## src/rtl/tick_bcd_counter.sv

```systemverilog
// Multi-digit BCD up/down counter stepped by rising edges of div_n_clk.
// Define TICK_SYNC_EN to pass div_n_clk through a 2-flop synchronizer.
module tick_bcd_counter #(
  parameter int DIGITS = 4
) (
  input  logic                  org_clk,
  input  logic                  sys_rst_n,
  input  logic                  div_n_clk,
  input  logic                  cnt_en,
  input  logic                  up_dn,
  input  logic                  load,
  input  logic [4*DIGITS-1:0]   load_val,
  output logic [4*DIGITS-1:0]   bcd_out,
  output logic                  step,
  output logic                  wrap
);

  localparam int W = 4 * DIGITS;

  logic         sample;
  logic         edge_det;
  logic         div_prev_q, div_prev_d;
  logic [W-1:0] bcd_q, bcd_d;
  logic         step_q, step_d;
  logic         wrap_q, wrap_d;
  logic [W-1:0] inc_val;
  logic [W-1:0] clamp_val;
  logic         ripple;

`ifdef TICK_SYNC_EN
  logic [1:0] sync_q, sync_d;

  always_comb begin
    sync_d = {sync_q[0], div_n_clk};
  end

  always_ff @(posedge org_clk) begin
    if (!sys_rst_n) sync_q <= 2'b11;
    else            sync_q <= sync_d;
  end

  assign sample = sync_q[1];
`else
  assign sample = div_n_clk;
`endif

  assign edge_det = sample & ~div_prev_q;

  // Ripple stops at the first digit that does not roll over;
  // a ripple surviving the top digit is the wrap.
  always_comb begin
    inc_val   = bcd_q;
    clamp_val = load_val;
    ripple    = 1'b1;
    for (int i = 0; i < DIGITS; i++) begin
      if (load_val[4*i +: 4] > 4'd9) clamp_val[4*i +: 4] = 4'd9;
      if (ripple) begin
        if (up_dn) begin
          if (bcd_q[4*i +: 4] >= 4'd9) begin
            inc_val[4*i +: 4] = 4'd0;
          end else begin
            inc_val[4*i +: 4] = bcd_q[4*i +: 4] + 4'd1;
            ripple            = 1'b0;
          end
        end else begin
          if (bcd_q[4*i +: 4] == 4'd0) begin
            inc_val[4*i +: 4] = 4'd9;
          end else begin
            inc_val[4*i +: 4] = bcd_q[4*i +: 4] - 4'd1;
            ripple            = 1'b0;
          end
        end
      end
    end
  end

  always_comb begin
    bcd_d      = bcd_q;
    step_d     = 1'b0;
    wrap_d     = 1'b0;
    div_prev_d = sample;
    if (load) begin
      bcd_d = clamp_val;
    end else if (edge_det && cnt_en) begin
      bcd_d  = inc_val;
      step_d = 1'b1;
      wrap_d = ripple;
    end
  end

  always_ff @(posedge org_clk) begin
    if (!sys_rst_n) begin
      bcd_q      <= '0;
      step_q     <= 1'b0;
      wrap_q     <= 1'b0;
      div_prev_q <= 1'b1;
    end else begin
      bcd_q      <= bcd_d;
      step_q     <= step_d;
      wrap_q     <= wrap_d;
      div_prev_q <= div_prev_d;
    end
  end

  assign bcd_out = bcd_q;
  assign step    = step_q;
  assign wrap    = wrap_q;

endmodule

```

## config.mk

```make
export PLATFORM = sky130hd
export DESIGN_NAME = tick_bcd_counter
export DESIGN_NICKNAME = d
export VERILOG_FILES = /design/src/rtl/tick_bcd_counter.sv
export SDC_FILE = /design/constraint.sdc
export NUM_CORES = 1
export LEC_CHECK = 0
export CORE_MARGIN = 4
export CORE_UTILIZATION = 55
export DETAILED_ROUTE_END_ITERATION = 8
export PLACE_DENSITY = 0.88
export SLEW_MARGIN = 20
export SYNTH_ARGS = -nofsm -noshare
export SYNTH_HDL_FRONTEND = slang
export SYNTH_SLANG_ARGS = --single-unit
```

## constraint.sdc

```tcl
create_clock -name org_clk -period 4.41 [get_ports org_clk]
set_input_delay 0.882 -clock org_clk [delete_from_list [all_inputs] [get_ports org_clk]]
set_output_delay 0.882 -clock org_clk [all_outputs]
set_load 0.02 [all_outputs]
```

==> summary.md, run 1 <==
| Metric | Value |
|---|---|
| R2R Setup Slk | `2180 ps` |
| Drt pass-1 iters | `4` |
| Clock transition at the registers of the reported paths | `110 ps` |
| Switching power share of the total | `35.8%` |
| Die height | `66.0 µm` |
| DP HPWL | `3170 µm` |
| Slew margin rel. | `62.6%` |
| Worst Tran Pin Value | `562 ps` |
| CP Launch Type | `primary input` |
| Total power | `479 µW` |
| Ports | `40` |
| Crit share post-route | `62.2%` |
| Power per Cell Area | `214 nW/µm²` |
| Worst reg2reg startpoint | `bcd_out[4]$_SDFFE_PN0P_` |
| Routed len/inst | `14.2 µm` |
| Final slew viol count | `0` |
| Status | `finished, final reports clean` |
| Die Wd | `66.0 µm` |
| Clock power frac | `18.9%` |
| CTS tree | `built` |
| Flop pwr share | `43.0%` |
| Die ar. | `4360 µm²` |
| Final Hold Viols | `0` |
| Hold Path Sink | `bcd_out[13]$_SDFFE_PN0P_` |
| Setup Total Neg Slack | `0 ps` |
| Type of the worst setup path | `primary input to flip-flop` |
| Largest net degree at the start of global routing | `36` |
| Synth top area share | `20.5%` |
| Initial antenna violation count | `0` |
| Layout net count | `303` |
| Post-synth EDFFs | `0` |
| Net switching power | `171 µW` |
| Layout cells sized above 1 | `5.62%` |
| Avg Synthesized Cell Area | `7.72 µm²` |
| CORE AREA | `3130 µm²` |
| Hold_buf cts | `0` |
| Finished Layout Cells | `311` |
| Post-route cell area | `2230 µm²` |
| Max Buffers Root-to-Sink | `2` |
| Worst hold-check path type | `flip-flop to flip-flop` |
| Yosys top cell by area | `dfxtp_1` |
| Internal Power | `308 µW` |
| Top_reg_cell synth | `dfxtp_1` |
| Hold path startpoint | `bcd_out[13]$_SDFFE_PN0P_` |
| Mapped Cells | `240` |
| Post-CTS sizing | `0` |
| Reg-to-reg endpoint | `bcd_out[10]$_SDFFE_PN0P_` |
| Post-synth net total | `275` |
| Drt initial violations | `164` |
| Crit path max fanout | `27` |
| Post-DRT Antenna Nets | `0` |
| First-pass GRT wire length | `7420 µm` |
| Final setup violation count | `0` |
| Total wire length | `4400 µm` |
| VDD IR max | `0.000113 V` |
| Synthesized area | `1850 µm²` |
| Post-CTS Setup Bufs | `0` |
| Ant diodes | `0` |
| Vias in the first global route | `1719` |
| Combinational power share | `38.1%` |
| H-tree depth | `1` |
| Fin crit period | `2750 ps` |
| Filler Cell Count | `264` |
| Leakage | `0.000796 µW` |
| Gpl congestion | `0.862` |
| Clock sinks | `19` |
| Port Buffer Count | `39` |
| RSZ-0062 raised after global routing | `false` |
| Crit end category | `flip-flop` |
| Via count | `1909` |
| Commonest non-fill, non-tap cell in the layout | `clkdlybuf4s50_1` |
| Distinct cells, synth | `59` |
| Async SR Flop Fraction | `0%` |
| Fmax | `364 MHz` |
| Via density per instance | `6.14` |
| Std-Cell Rows | `20` |
| Clk_lat worst skew | `300 ps` |
| Worst Skew | `10.3 ps` |
| Commonest non-fill, non-tap cells in the layout | `38 x clkdlybuf4s50_1, 21 x nor2_1, 20 x inv_1` |
| Post-route DRC | `0` |
| Number of max-cap violations | `0` |
| CP arrival | `2940 ps` |
| Worst Hold Depth | `2` |
| Dpl cells | `307` |
| Num CTS Buffers | `3` |
| Top cells by area, synth | `dfxtp_1 21%, ha_1 8.8%, o21ai_0 4.9%` |
| All-Layer GR Usage | `21.0%` |
| Yosys reg bits | `19` |
| Layout area overhead | `20.5%` |
| Root buffer cell | `clkbuf_4` |
| DP Area | `2210 µm²` |
| CP Data Required Time | `4600 ps` |
| Initial Utilization | `59.2%` |
| Sequential share of the synthesized area | `20.5%` |
| Reg2Reg Depth | `7` |
| Post-layout util | `71.4%` |
| Remaining global-route overflow | `0` |
| Yosys warns | `0` |
worst max-delay path, stage by stage:
cell and delay [ps]:
clkdlybuf4s50_1 740, buf_4 340, and2_1 180, o2bb2ai_2 130, nand3_1 210, o41ai_1 380, nor2_1 60
through the flow:
step / hold WS (ps) / setup WS (ps)
4_1_cts: 579 / 1680
6_report: 580 / 1660
5_1_grt: 675 / 1520
2_1_floorplan: 595 / 2300
3_3_place_gp: 551 / 1420
3_5_place_dp: 562 / 1350
sequential cells by signal (all words and copies together), names as in the netlist:
name / flops
bcd_out: 16
div_prev_q: 1
step: 1
wrap: 1
cell usage after synthesis, types with 7 or more instances:
master    count
nand3_1      11
a21oi_1      10
o311ai_0      7
nand3b_1      8
ha_1         13
inv_1        20
o21ai_0      18
nor2_1       21
a31oi_1       8
dfxtp_1      19
nand2_1       9
power by group through the flow:
stage               Combinational, µW  Clock (µW)  Sequential (µW)
global route                      201         104              209
finish                            182        90.7              206
CTS                               183        92.2              205
detailed placement                181           0              209
global placement                  179           0              209
floorplan                         120           0              211
how the worst max path moves through the flow:
stage                from                  endpoint  cells after the start
floorplan           up_dn  bcd_out[10]$_SDFFE_PN0P_                      5
global placement    up_dn  bcd_out[10]$_SDFFE_PN0P_                      7
detailed placement  up_dn  bcd_out[10]$_SDFFE_PN0P_                      7
CTS                 up_dn  bcd_out[10]$_SDFFE_PN0P_                      7
global route        up_dn  bcd_out[10]$_SDFFE_PN0P_                      7
finish              up_dn  bcd_out[10]$_SDFFE_PN0P_                      7
routing by layer:
metal / vias up / part of all wire (%) / global-route usage (%)
li1: 959 / - / -
met1: 877 / 46 / 27.1
met2: 66 / 48 / 36.2
met3: 7 / 4.8 / 2.72
met4: 0 / 1.3 / 6.35
met5: - / 0 / 0
logic make-up after synthesis:
| kind of cell | synth area share, % |
|---|---|
| compound gates | 34.3 |
| xor+xnor | 0.946 |
| fa+ha+maj | 8.78 |
| buf+inv | 9.53 |
| flops | 20.5 |
| simple gates | 25.9 |
layout make-up:
type,instances,area [µm²],share of cell area (%)
clock buffers,4,26.3,1.18
inverters,20,75.1,3.36
multi-input cells,183,1290,58.0
well taps,44,55.1,2.47
flip-flops and latches,19,380,17.0
repair buffers,41,400,17.9
No activity file was read; power rests on OpenSTA's default activity.
==> run 2: changes to the inputs <==
--- a/config.mk
+++ b/config.mk
@@ -6,9 +6,9 @@
 export NUM_CORES = 1
 export LEC_CHECK = 0
 export CORE_MARGIN = 4
-export CORE_UTILIZATION = 55
+export CORE_UTILIZATION = 46
 export DETAILED_ROUTE_END_ITERATION = 8
-export PLACE_DENSITY = 0.88
+export PLACE_DENSITY = 0.78
 export SLEW_MARGIN = 20
 export SYNTH_ARGS = -nofsm -noshare
 export SYNTH_HDL_FRONTEND = slang
==> constraint.sdc (replaced) <==
create_clock -name org_clk -period 2.5 [get_ports org_clk]
set_input_delay 0.5 -clock org_clk [delete_from_list [all_inputs] [get_ports org_clk]]
set_output_delay 0.5 -clock org_clk [all_outputs]
set_load 0.02 [all_outputs]
==> run 2 against run 1 <==
Worst hold slack got worse by 12 ps. Combinational power is 84% higher. Highest routed layer unchanged. Largest cell class unchanged. Die area increased by 17%. Non-clock buffer count up 7. Global-route usage decreased by 3.3 points. Worst setup slack lost 1400 ps.
==> summary.md, run 2 (same netlist as run 1, synthesis figures left out) <==
| Metric | Value |
|---|---|
| Status | `finished, final reports clean (unchanged)` |
| All-Layer GR Usage | `17.7% (was 21.0%)` |
| CP arrival | `2330 ps (was 2940 ps)` |
| RSZ-0062 raised after global routing | `false (unchanged)` |
| Final Hold Viols | `0 (unchanged)` |
| Post-CTS sizing | `0 (unchanged)` |
| Post-route DRC | `0 (unchanged)` |
| Total wire length | `4440 µm (was 4400 µm)` |
| H-tree depth | `1 (unchanged)` |
| Die ar. | `5100 µm² (was 4360 µm²)` |
| Routed len/inst | `13.8 µm (was 14.2 µm)` |
| Vias in the first global route | `1731 (was 1719)` |
| Dpl cells | `318 (was 307)` |
| Crit share post-route | `87.6%` |
| Max incr delay on CP | `420 ps (was 740 ps)` |
| CP Launch Type | `flip-flop (was primary input)` |
| CTS tree | `built (unchanged)` |
| Final setup violation count | `0 (unchanged)` |
| DP HPWL | `3370 µm (was 3170 µm)` |
| Layout area overhead | `24.9% (was 20.5%)` |
| Ports | `40 (unchanged)` |
| Leakage | `0.000838 µW (was 0.000796 µW)` |
| Max Buffers Root-to-Sink | `2 (unchanged)` |
| Fin crit period | `2190 ps` |
| Worst hold-check path type | `flip-flop to flip-flop (unchanged)` |
| Hold_buf cts | `0 (unchanged)` |
| Largest net degree at the start of global routing | `18 (was 36)` |
| Cells along the critical path | `inv_1, ha_1, or3b_1, o2bb2ai_2, nand3_1, o41ai_1, nor2_1 (was clkdlybuf4s50_1, buf_4, and2_1, o2bb2ai_2, nand3_1, o41ai_1, nor2_1)` |
| Worst Tran Pin Value | `469 ps (was 562 ps)` |
| Layout net count | `310 (was 303)` |
| CP Data Required Time | `2640 ps (was 4600 ps)` |
| Type of the worst setup path | `flip-flop to flip-flop (was primary input to flip-flop)` |
| Layout cells sized above 1 | `7.66% (was 5.62%)` |
| Clock transition at the registers of the reported paths | `80 ps (was 110 ps)` |
| Commonest non-fill, non-tap cells in the layout | `39 x clkdlybuf4s50_1, 21 x nor2_1, 20 x inv_1 (was 38 x clkdlybuf4s50_1, 21 x nor2_1, 20 x inv_1)` |
| Post-DRT Antenna Nets | `0 (unchanged)` |
| Number of max-cap violations | `0 (unchanged)` |
| Flip-flop count of the largest register after layout | `16 (unchanged)` |
| CP max stage cell | `or3b_1 (was clkdlybuf4s50_1)` |
| Crit path max fanout | `9 (was 27)` |
| Std-Cell Rows | `22 (was 20)` |
| Final slew viol count | `0 (unchanged)` |
| Root buffer cell | `clkbuf_8 (was clkbuf_4)` |
| Initial Utilization | `49.1% (was 59.2%)` |
| Num CTS Buffers | `3 (unchanged)` |
| VDD IR max | `0.000293 V (was 0.000113 V)` |
| Clk_lat worst skew | `260 ps (was 300 ps)` |
| First-pass GRT wire length | `7790 µm (was 7420 µm)` |
| Port Buffer Count | `39 (unchanged)` |
| Worst Skew | `3.64 ps (was 10.3 ps)` |
| Die height | `71.4 µm (was 66.0 µm)` |
| Remaining global-route overflow | `0 (unchanged)` |
| Ant diodes | `0 (unchanged)` |
| Filler Cell Count | `341 (was 264)` |
| Die Wd | `71.4 µm (was 66.0 µm)` |
| Setup Total Neg Slack | `0 ps (unchanged)` |
| Gpl congestion | `0.855 (was 0.862)` |
| Drt initial violations | `132 (was 164)` |
| Via count | `1923 (was 1909)` |
| Fmax | `457 MHz` |
| Finished Layout Cells | `322 (was 311)` |
| Commonest non-fill, non-tap cell in the layout | `clkdlybuf4s50_1 (unchanged)` |
| Post-CTS Setup Bufs | `0 (unchanged)` |
| Drt pass-1 iters | `4 (unchanged)` |
| CORE AREA | `3770 µm² (was 3130 µm²)` |
| Crit end category | `flip-flop (unchanged)` |
| Power per Cell Area | `396 nW/µm² (was 214 nW/µm²)` |
| Initial antenna violation count | `0 (unchanged)` |
| Clock sinks | `19 (unchanged)` |
| Slew margin rel. | `68.7% (was 62.6%)` |
| Via density per instance | `5.97 (was 6.14)` |
-- run 2: cell count changes in the layout (fill, tap and decap cells not counted), sizes merged --
cell           before  now
buf                 3    9
clkdlybuf4s50      38   39
-- run 2: layer usage --
layer,up-vias,GRT usage (%),wire length [µm]
met5,-,0,0
met4,0,0.626,10
met3,2,3.09,233
met2,49,30.2,2140
met1,903,24.7,2060
li1,969,-,-
-- run 2: power by group --
group / leakage [µW] / internal (µW) / total, µW / switching [µW]
sequential: 0.000157 / 321 / 360 / 38.5
clock: 0.0000228 / 113 / 221 / 108
combinational: 0.000659 / 168 / 334 / 167
-- run 2: final cells by class --
| type | instances | area [µm²] | area share, % |
|---|---|---|---|
| inverter | 20 | 75.1 | 3.24 |
| multi-input combinational | 183 | 1290 | 56.0 |
| tap | 48 | 60.1 | 2.60 |
| timing repair buffer | 48 | 458 | 19.8 |
| sequential | 19 | 380 | 16.4 |
| clock buffer | 4 | 45.0 | 1.95 |
-- run 2: worst max-delay path: cells and delay by family, from the launching register on --
kind	cells	cell delay, ps
AOI/OAI and AO/OA	2	570
adders and majority gates	1	290
buffers and inverters	1	110
DFF	1	400
and+or+nand+nor	3	700
-- run 2: metrics by stage --
stage | hold slack (ps) | worst slack, ps | util [%] | total power (µW) | cell area (µm²)
after CTS | 569 | 311 | 61.3 | 917 | 2310
after global routing | 603 | 59.9 | 61.3 | 971 | 2310
after detailed placement | 560 | 110 | 60.2 | 700 | 2270
after floorplan | 595 | 446 | - | 584 | 1850
after global placement | 552 | 177 | 60.2 | 695 | 2270
final | 568 | 311 | 61.3 | 915 | 2310
-- run 2: final timing paths --
check	from	endpoint	slack, ps	cells past startpoint
max reg2reg	bcd_out[4]$_SDFFE_PN0P_	bcd_out[10]$_SDFFE_PN0P_	310	7
max	bcd_out[4]$_SDFFE_PN0P_	bcd_out[10]$_SDFFE_PN0P_	310	7
min	bcd_out[13]$_SDFFE_PN0P_	bcd_out[13]$_SDFFE_PN0P_	570	2
min reg2reg	bcd_out[13]$_SDFFE_PN0P_	bcd_out[13]$_SDFFE_PN0P_	570	2
==> run 3: changes to the inputs <==
--- a/config.mk
+++ b/config.mk
@@ -5,6 +5,7 @@
 export SDC_FILE = /design/constraint.sdc
 export NUM_CORES = 1
 export LEC_CHECK = 0
+export CORE_ASPECT_RATIO = 1.25
 export CORE_MARGIN = 4
 export CORE_UTILIZATION = 46
 export DETAILED_ROUTE_END_ITERATION = 8
==> constraint.sdc (replaced) <==
create_clock -name org_clk -period 2.5 [get_ports org_clk]
set_input_delay 0.75 -clock org_clk [delete_from_list [all_inputs] [get_ports org_clk]]
set_output_delay 0.75 -clock org_clk [all_outputs]
set_load 0.02 [all_outputs]
==> run 3 against run 2 <==
Utilization down 0.63 points. First-iteration DRC count down 14%. Cell area up 0.97%. Total power up 0.49%. Via count up 2.2%. Sequential power about the same. Final cell count up 2.5%. Critical path depth down 6. Sequential share of layout area down 0.16 points. Register-to-register slack about the same. Global-route usage up 1.3 points. Fmax down 6.2%.
==> summary.md, run 3 (same netlist as run 1, synthesis figures left out) <==
| Metric | Value |
|---|---|
| Reg2Reg Depth | `8 (was 7)` |
| Crit share post-route | `93.3% (was 87.6%)` |
| Crit end category | `output port (was flip-flop)` |
| Worst hold slack | `573 ps (was 568 ps)` |
| Layout net count | `312 (was 310)` |
| Fin crit period | `2330 ps (was 2190 ps)` |
| Type of the worst setup path | `flip-flop to output port (was flip-flop to flip-flop)` |
| Layout area overhead | `26.1% (was 24.9%)` |
| Switching power share of the total | `34.2% (about the same)` |
| Finished Layout Cells | `330 (was 322)` |
| Max Buffers Root-to-Sink | `2 (unchanged)` |
| Commonest non-fill, non-tap cell in the layout | `clkdlybuf4s50_1 (unchanged)` |
| Clock transition at the registers of the reported paths | `70 ps (was 80 ps)` |
| Num CTS Buffers | `3 (unchanged)` |
| Number of max-cap violations | `0 (unchanged)` |
| Commonest non-fill, non-tap cells in the layout | `39 x clkdlybuf4s50_1, 21 x nor2_1, 20 x inv_1 (unchanged)` |
| Combinational power share | `37.3% (was 36.5%)` |
| Setup WS pre-CTS | `-38.7 ps (was 110 ps)` |
| Worst Hold Depth | `2 (unchanged)` |
| Fmax | `429 MHz (was 457 MHz)` |
| Reg-to-reg endpoint | `bcd_out[10]$_SDFFE_PN0P_ (unchanged)` |
| Worst reg2reg startpoint | `bcd_out[5]$_SDFFE_PN0P_ (was bcd_out[4]$_SDFFE_PN0P_)` |
| Final slew viol count | `0 (unchanged)` |
| Multi-input gate area | `1290 µm² (unchanged)` |
| Ant diodes | `0 (unchanged)` |
| Filler Cell Count | `360 (was 341)` |
| Die height | `78.9 µm (was 71.4 µm)` |
| Hold_buf cts | `0 (unchanged)` |
| VDD IR max | `0.000191 V (was 0.000293 V)` |
| Root buffer cell | `clkbuf_8 (unchanged)` |
| All-Layer GR Usage | `19.1% (was 17.7%)` |
| Post-route DRC | `0 (unchanged)` |
| Worst Skew | `3.13 ps (was 3.64 ps)` |
| Clock sinks | `19 (unchanged)` |
| Post-layout util | `60.7% (was 61.3%)` |
| Post-CTS Setup Bufs | `0 (unchanged)` |
| Initial antenna violation count | `0 (unchanged)` |
| Post-CTS sizing | `0 (unchanged)` |
| Via count | `1965 (was 1923)` |
| Cells along the critical path | `clkdlybuf4s50_1 (was inv_1, ha_1, or3b_1, o2bb2ai_2, nand3_1, o41ai_1, nor2_1)` |
| Layout cells sized above 1 | `8.33% (was 7.66%)` |
| R2R Setup Slk | `320 ps (was 310 ps)` |
| Internal Power | `606 µW (was 603 µW)` |
| CORE AREA | `3850 µm² (was 3770 µm²)` |
| Final Hold Viols | `0 (unchanged)` |
| Clk_lat worst skew | `260 ps (about the same)` |
| Final setup violation count | `0 (unchanged)` |
| Crit path to | `bcd_out[3] (was bcd_out[10]$_SDFFE_PN0P_)` |
| Largest net degree at the start of global routing | `22 (was 18)` |
| Worst hold-check path type | `flip-flop to flip-flop (unchanged)` |
| Crit. Startpoint | `bcd_out[3]$_SDFFE_PN0P_ (was bcd_out[4]$_SDFFE_PN0P_)` |
| Worst Tran Pin Value | `479 ps (was 469 ps)` |
| Routed len/inst | `14.0 µm (was 13.8 µm)` |
| Total wire length | `4630 µm (was 4440 µm)` |
| First-pass GRT wire length | `8020 µm (was 7790 µm)` |
| Leakage | `0.000849 µW (was 0.000838 µW)` |
| RSZ-0062 raised after global routing | `false (unchanged)` |
| Net switching power | `314 µW (was 313 µW)` |
| Gpl congestion | `0.864 (was 0.855)` |
| Register area | `380 µm² (unchanged)` |
| DP HPWL | `3580 µm (was 3370 µm)` |
| Flop pwr share | `39.0% (was 39.3%)` |
| H-tree depth | `1 (unchanged)` |
| Drt pass-1 iters | `4 (unchanged)` |
| Post-route cell area | `2340 µm² (was 2310 µm²)` |
| CP Depth | `1 (was 7)` |
| Buf/Inv on CP | `1 (unchanged)` |
| Std-Cell Rows | `25 (was 22)` |
| Port Buffer Count | `39 (unchanged)` |
| Crit path max fanout | `13 (was 9)` |
| Max incr delay on CP | `700 ps (was 420 ps)` |
| CP arrival | `1580 ps (was 2330 ps)` |
| Critical path's top delay family | `buffers and inverters (was simple AND/OR/NAND/NOR gates)` |
| Remaining global-route overflow | `0 (unchanged)` |
| Die ar. | `5110 µm² (was 5100 µm²)` |
| Die Wd | `64.8 µm (was 71.4 µm)` |
| CP Data Required Time | `1750 ps (was 2640 ps)` |
| Power per Cell Area | `394 nW/µm² (was 396 nW/µm²)` |
| DP Area | `2290 µm² (was 2270 µm²)` |
| Drt initial violations | `114 (was 132)` |
| CP max stage cell | `clkdlybuf4s50_1 (was or3b_1)` |
| Final worst slack | `167 ps (was 311 ps)` |
| Flip-flop count of the largest register after layout | `16 (unchanged)` |
| Vias in the first global route | `1878 (was 1731)` |
| Dpl cells | `326 (was 318)` |
| Slew margin rel. | `68.0% (was 68.7%)` |
| Post-DRT Antenna Nets | `0 (unchanged)` |
| CP Launch Type | `flip-flop (unchanged)` |
| Ports | `40 (unchanged)` |
| Via density per instance | `5.95 (was 5.97)` |
| Clock power frac | `23.7% (was 24.2%)` |
| Initial Utilization | `48.1% (was 49.1%)` |
| Status | `finished, final reports clean (unchanged)` |
| CTS tree | `built (unchanged)` |
## run 3: changes by cell type in the layout (fill, tap and decap cells not counted)
cell	change
buf_4	+2
## run 3: layout make-up
| cell class | instances | area share, % |
|---|---|---|
| flip-flops and latches | 19 | 16.3 |
| repair buffers | 50 | 20.2 |
| inverters | 20 | 3.21 |
| well taps | 54 | 2.89 |
| multi-input cells | 183 | 55.4 |
| clock buffers | 4 | 1.93 |
## run 3: worst min path at each step
stage	from	to	slack [ps]
after floorplan	div_prev_q$_SDFF_PN1_	step$_SDFF_PP0_	590
after global placement	bcd_out[13]$_SDFFE_PN0P_	bcd_out[13]$_SDFFE_PN0P_	560
after detailed placement	bcd_out[13]$_SDFFE_PN0P_	bcd_out[13]$_SDFFE_PN0P_	560
after CTS	bcd_out[13]$_SDFFE_PN0P_	bcd_out[13]$_SDFFE_PN0P_	570
after global routing	bcd_out[12]$_SDFFE_PN0P_	bcd_out[12]$_SDFFE_PN0P_	650
final	bcd_out[13]$_SDFFE_PN0P_	bcd_out[13]$_SDFFE_PN0P_	570
## run 3: per-stage QoR
step,TNS [ps],power (µW)
after global routing,0,981
after floorplan,0,584
after detailed placement,-38.7,706
after global placement,0,701
final,0,920
after CTS,0,925
## run 3: metal layers
layer | GRT usage [%] | share of wire [%] | vias up
met5 | 0 | 0 | -
met4 | 8.88 | 2.1 | 0
met3 | 1.98 | 4.3 | 11
met2 | 35.0 | 51 | 62
met1 | 21.7 | 42 | 923
li1 | - | - | 969
## run 3: power by group through the flow
stage	clock, µW	sequential, µW	combinational, µW
after floorplan	0	371	212
after global placement	0	365	336
after detailed placement	0	365	341
after CTS	225	358	343
after global routing	238	364	379
final	218	359	343
